### src/rtl/sent_slow_msg_sched.sv
// SENT slow-channel message scheduler: four host-written message slots served
// round-robin, each held stable on msg_* until its 16 or 18 fast frames complete.
module sent_slow_msg_sched #(
  parameter int NUM_SLOTS = 4
) (
  input  logic                 i_clk,
  input  logic                 i_reset,
  input  logic                 i_wr_en,
  input  logic [1:0]           i_wr_slot,
  input  logic [7:0]           i_wr_id,
  input  logic [15:0]          i_wr_data,
  input  logic                 i_wr_enhanced,
  input  logic                 i_wr_config,
  output logic                 o_wr_err,
  output logic [NUM_SLOTS-1:0] o_slot_pending,
  input  logic                 i_frame_done,
  input  logic                 i_abort,
  output logic                 o_tx_enable,
  output logic                 o_msg_valid,
  output logic [1:0]           o_msg_slot,
  output logic [7:0]           o_msg_id,
  output logic [15:0]          o_msg_data,
  output logic                 o_msg_enhanced,
  output logic                 o_msg_config,
  output logic                 o_msg_done
);

  typedef enum logic [1:0] {S_IDLE, S_ARB, S_RUN, S_DONE} state_t;

  state_t               r_state;
  logic [7:0]           r_id   [NUM_SLOTS];
  logic [15:0]          r_data [NUM_SLOTS];
  logic [NUM_SLOTS-1:0] r_enh;
  logic [NUM_SLOTS-1:0] r_cfg;
  logic [NUM_SLOTS-1:0] r_pending;
  logic [1:0]           r_rr_ptr;
  logic [4:0]           r_frame_cnt;
  logic                 r_wr_err;
  logic                 r_msg_valid;
  logic [1:0]           r_msg_slot;
  logic [7:0]           r_msg_id;
  logic [15:0]          r_msg_data;
  logic                 r_msg_enhanced;
  logic                 r_msg_config;
  logic                 r_msg_done;

  logic                 w_wr_reject;
  logic [NUM_SLOTS-1:0] w_wr_hit;
  logic                 w_any;
  logic [1:0]           w_sel;
  logic [1:0]           w_idx;
  logic                 w_found;
  logic [4:0]           w_last;

  // The slot is locked from selection until DONE; in DONE a rewrite is allowed.
  assign w_wr_reject = i_wr_en && (r_state == S_ARB || r_state == S_RUN) &&
                       (i_wr_slot == r_msg_slot);

  genvar gi;
  generate
    for (gi = 0; gi < NUM_SLOTS; gi++) begin : g_hit
      assign w_wr_hit[gi] = i_wr_en && !w_wr_reject && (i_wr_slot == 2'(gi));
    end
  endgenerate

  assign w_any  = |r_pending;
  assign w_last = r_msg_enhanced ? 5'd17 : 5'd15;

  always_comb begin
    w_sel   = r_rr_ptr;
    w_idx   = r_rr_ptr;
    w_found = 1'b0;
    for (int k = 0; k < NUM_SLOTS; k++) begin
      w_idx = r_rr_ptr + 2'(k);
      if (!w_found && r_pending[w_idx]) begin
        w_sel   = w_idx;
        w_found = 1'b1;
      end
    end
  end

  always_ff @(posedge i_clk) begin
    for (int s = 0; s < NUM_SLOTS; s++) begin
      if (i_reset) begin
        r_id[s]      <= '0;
        r_data[s]    <= '0;
        r_enh[s]     <= 1'b0;
        r_cfg[s]     <= 1'b0;
        r_pending[s] <= 1'b0;
      end else if (w_wr_hit[s]) begin
        r_id[s]      <= i_wr_id;
        r_data[s]    <= i_wr_data;
        r_enh[s]     <= i_wr_enhanced;
        r_cfg[s]     <= i_wr_config;
        r_pending[s] <= 1'b1;
      end else if (r_state == S_DONE && r_msg_slot == 2'(s)) begin
        r_pending[s] <= 1'b0;
      end
    end
  end

  // msg_slot is chosen on the IDLE->ARB edge so the locked slot is known in ARB.
  always_ff @(posedge i_clk) begin
    if (i_reset) begin
      r_state        <= S_IDLE;
      r_rr_ptr       <= '0;
      r_frame_cnt    <= '0;
      r_wr_err       <= 1'b0;
      r_msg_valid    <= 1'b0;
      r_msg_slot     <= '0;
      r_msg_id       <= '0;
      r_msg_data     <= '0;
      r_msg_enhanced <= 1'b0;
      r_msg_config   <= 1'b0;
      r_msg_done     <= 1'b0;
    end else begin
      r_wr_err   <= w_wr_reject;
      r_msg_done <= 1'b0;
      case (r_state)
        S_IDLE: begin
          if (w_any) begin
            r_msg_slot <= w_sel;
            r_state    <= S_ARB;
          end
        end
        S_ARB: begin
          r_msg_id       <= r_id[r_msg_slot];
          r_msg_data     <= r_data[r_msg_slot];
          r_msg_enhanced <= r_enh[r_msg_slot];
          r_msg_config   <= r_cfg[r_msg_slot];
          r_msg_valid    <= 1'b1;
          r_frame_cnt    <= '0;
          r_state        <= S_RUN;
        end
        S_RUN: begin
          if (i_abort) begin
            r_msg_valid <= 1'b0;
            r_state     <= S_IDLE;
          end else if (i_frame_done) begin
            r_frame_cnt <= r_frame_cnt + 5'd1;
            if (r_frame_cnt == w_last) begin
              r_msg_valid <= 1'b0;
              r_msg_done  <= 1'b1;
              r_state     <= S_DONE;
            end
          end
        end
        S_DONE: begin
          r_rr_ptr <= r_msg_slot + 2'd1;
          r_state  <= S_IDLE;
        end
        default: r_state <= S_IDLE;
      endcase
    end
  end

  assign o_wr_err       = r_wr_err;
  assign o_slot_pending = r_pending;
  assign o_tx_enable    = r_msg_valid;
  assign o_msg_valid    = r_msg_valid;
  assign o_msg_slot     = r_msg_slot;
  assign o_msg_id       = r_msg_id;
  assign o_msg_data     = r_msg_data;
  assign o_msg_enhanced = r_msg_enhanced;
  assign o_msg_config   = r_msg_config;
  assign o_msg_done     = r_msg_done;

endmodule

### config.mk
export PLATFORM = sky130hd
export DESIGN_NAME = sent_slow_msg_sched
export DESIGN_NICKNAME = d
export VERILOG_FILES = /design/src/rtl/sent_slow_msg_sched.sv
export SDC_FILE = /design/constraint.sdc
export NUM_CORES = 1
export LEC_CHECK = 0
export CORE_MARGIN = 10
export CORE_UTILIZATION = 60
export CTS_CLUSTER_SIZE = 16
export DETAILED_ROUTE_END_ITERATION = 10
export PLACE_DENSITY = 0.84
export SYNTH_ARGS = -nofsm -noshare
export SYNTH_HDL_FRONTEND = slang
export SYNTH_SLANG_ARGS = --single-unit
### constraint.sdc
create_clock -name i_clk -period 3.6 [get_ports i_clk]
set_clock_uncertainty 0.05 [all_clocks]
set_input_delay 0.36 -clock i_clk [delete_from_list [all_inputs] [get_ports i_clk]]
set_output_delay 0.36 -clock i_clk [all_outputs]
set_load 0.02 [all_outputs]
==> out/metrics.csv <==
metric,value,unit
status,completed,
cp-start-kind,flop,
grt_antenna_before_repair,0,
grt_overflow_total,0,
worst_pin_slew,710.0,ps
yosysWarnings,0,
slew_violations,0,
cts_resized,0,
ys_ff_latch,148,
combPwrFrac,20.8,%
ir_drop,0.3992,mV
tns,0,ps
start_util,60.94,%
vias_per_cell,5.745,
synth_cell_types,42,
finalHoldViolations,0,
criticalPathCategory,flop to output pin,
cts-root-buf,clkbuf_8,
slowest_delay,710,ps
yosysTopAreaCell,edfxtp_1,
fin_hold_ws,315.9,ps
drc,0,
max-clock-path-buffers,2,
grt_pass1_wl,23.12,mm
finalNetCount,605,
cp_data_required_time,3190,ps
power.density,609.3,nW/µm²
postSynthAreaPerCell,13.37,µm²
synth-edff-count,96,
synth_seq_area_share,59.65,%
synth_top_area_share,43.83,%
hold_buffers,0,
async_flop_share,0,%
cts.clk_slew.worst_paths,60,ps
core,10790,µm²
syn_area,6578,µm²
ys.flop_type,edfxtp_1,
finalCritPeriodShare,77.55,%
die_w,124.7,µm
seqPwrFrac,43.1,%
fmax,358.2,MHz
final_common_cell,nor2_1,
num_vias,4108,
drv_cap,0,
area_delta_synth_final,19.99,%
min_path_type,input port to flop,
rows,38,
gp_congestion,0.7616,
io_buffers,68,
critPathTopFamily,buffers and inverters,
endpoint_kind,output pin,
power.leakage,2.805,nW
numCtsBuffers,17,
path_cells,"buf_4, clkdlybuf4s50_1",
drt_iter0_markers,421,
cts_setup_buffers,0,
slowest_stage,dfxtp_2,
net-switching-power,1.298,mW
layout-drive-gt1-share,18.96,%
dieArea,15550,µm²
htreeDepth,4,
ios,69,
setup_violations,0,
cts_tree,done,
finalCriticalPeriod,2792,ps
synth_area_leaders,"edfxtp_1, dfxtp_1, mux4_2",
maxSlewHeadroom,52.67,%
intPower,3.510,mW
cts_sinks,148,
netlist_instances,492,
dieHeight,124.7,µm
rsz0062_at_grt,no,
wl_per_cell,20.35,µm
synth_fp_nets,535,
n_antenna_cell,0,
p_clk_share,36.2,%
crit_buf_inv,2,
setup_slack,808.1,ps
track_usage,18.53,%
dp_hpwl,9.227,mm
grt_start_max_net_pins,44,
mostFrequentLayoutCells,"nor2_1, edfxtp_1, clkdlybuf4s50_1",
worstPathArrival,2380,ps
wl,14.55,mm
place_ws,1124,ps
drtPass1Iterations,5,
clock_latency,530,ps
path_max_fanout,18,
grt_pass1_vias,4389,
switching_share,27.00,%
drtAntennaViolNets,0,
-- logic make-up (layout without fill, tap and decap cells) --
kind of cell / count (synthesis) / count (layout) / share of synthesized area, %
adders and majority gates: 10 / 10 / 1.902
DFF: 148 / 148 / 59.65
xor gates and xnor gates: 5 / 5 / 0.6657
AOI/OAI and AO/OA: 27 / 27 / 3.443
and+or+nand+nor: 199 / 199 / 15.73
muxes: 64 / 64 / 14.70
buffers and inverters: 39 / 122 / 3.900
-- through the flow --
stage               instances  utilization, %  power, mW  area (µm²)
global placement          683           67.73      3.051        7310
CTS                       715           73.13      4.832        7893
detailed placement        683           67.73      3.100        7310
finish                    715           73.13      4.809        7893
floorplan                 492               -      2.762        6578
global route              715           73.13      4.980        7893
-- power groups by stage --
stage                     clock network [mW]  registers [mW]  logic, mW
after floorplan                            0            2.15      0.609
after global placement                     0            2.09      0.964
after detailed placement                   0            2.10      0.997
after CTS                               1.76            2.07       1.01
after global routing                    1.83            2.08       1.07
final                                   1.74            2.07      0.999
-- synth_stat cells (all sizes together) (2+ instances only) --
cell type  instances
mux2i             37
buf               20
a311o              2
nor4bb             2
nor4               2
o21ai              2
nor2             142
o2111ai            4
nand2             14
xor2               5
edfxtp            96
inv                9
nand2b            32
dfxtp             52
a21oi             10
mux4              26
ha                10
clkbuf            10
-- state kept, by name (all words and copies together), names as in the netlist, 2 cells and up --
signal / cells
o_msg_data: 16
o_msg_id: 8
o_msg_slot: 2
o_slot_pending: 4
r_cfg: 4
r_data: 64
r_enh: 4
r_frame_cnt: 5
r_id: 32
r_rr_ptr: 2
r_state: 2
-- area by class of cell --
class,instances,area [µm²]
well taps,140,175.2
inverters,9,33.78
clock buffers,21,449.2
flip-flops and latches,148,3925
repair buffers,81,773.2
fillers,689,2900
multi-input cells,305,2402
clock inverters,11,133.9
-- worst paths after layout --
kind	cells after the start	from	slack, ps	end
setup / recovery	2	o_msg_slot[0]	810	o_msg_slot[0]
setup reg to reg	6	r_state[0]	1110	r_data[2][11]
hold / removal	2	i_reset	320	r_rr_ptr[0]
hold reg to reg	2	o_msg_config	440	o_msg_config
-- layer usage --
layer | part of all wire [%] | routed length (µm) | global-route usage (%)
met1 | 39 | 5726 | 21.67
met4 | 1.5 | 218 | 6.854
met5 | 0 | 0 | 0
met2 | 52 | 7613 | 31.23
met3 | 6.8 | 991 | 5.787
Note: power is estimated with default switching activity, not from simulation.
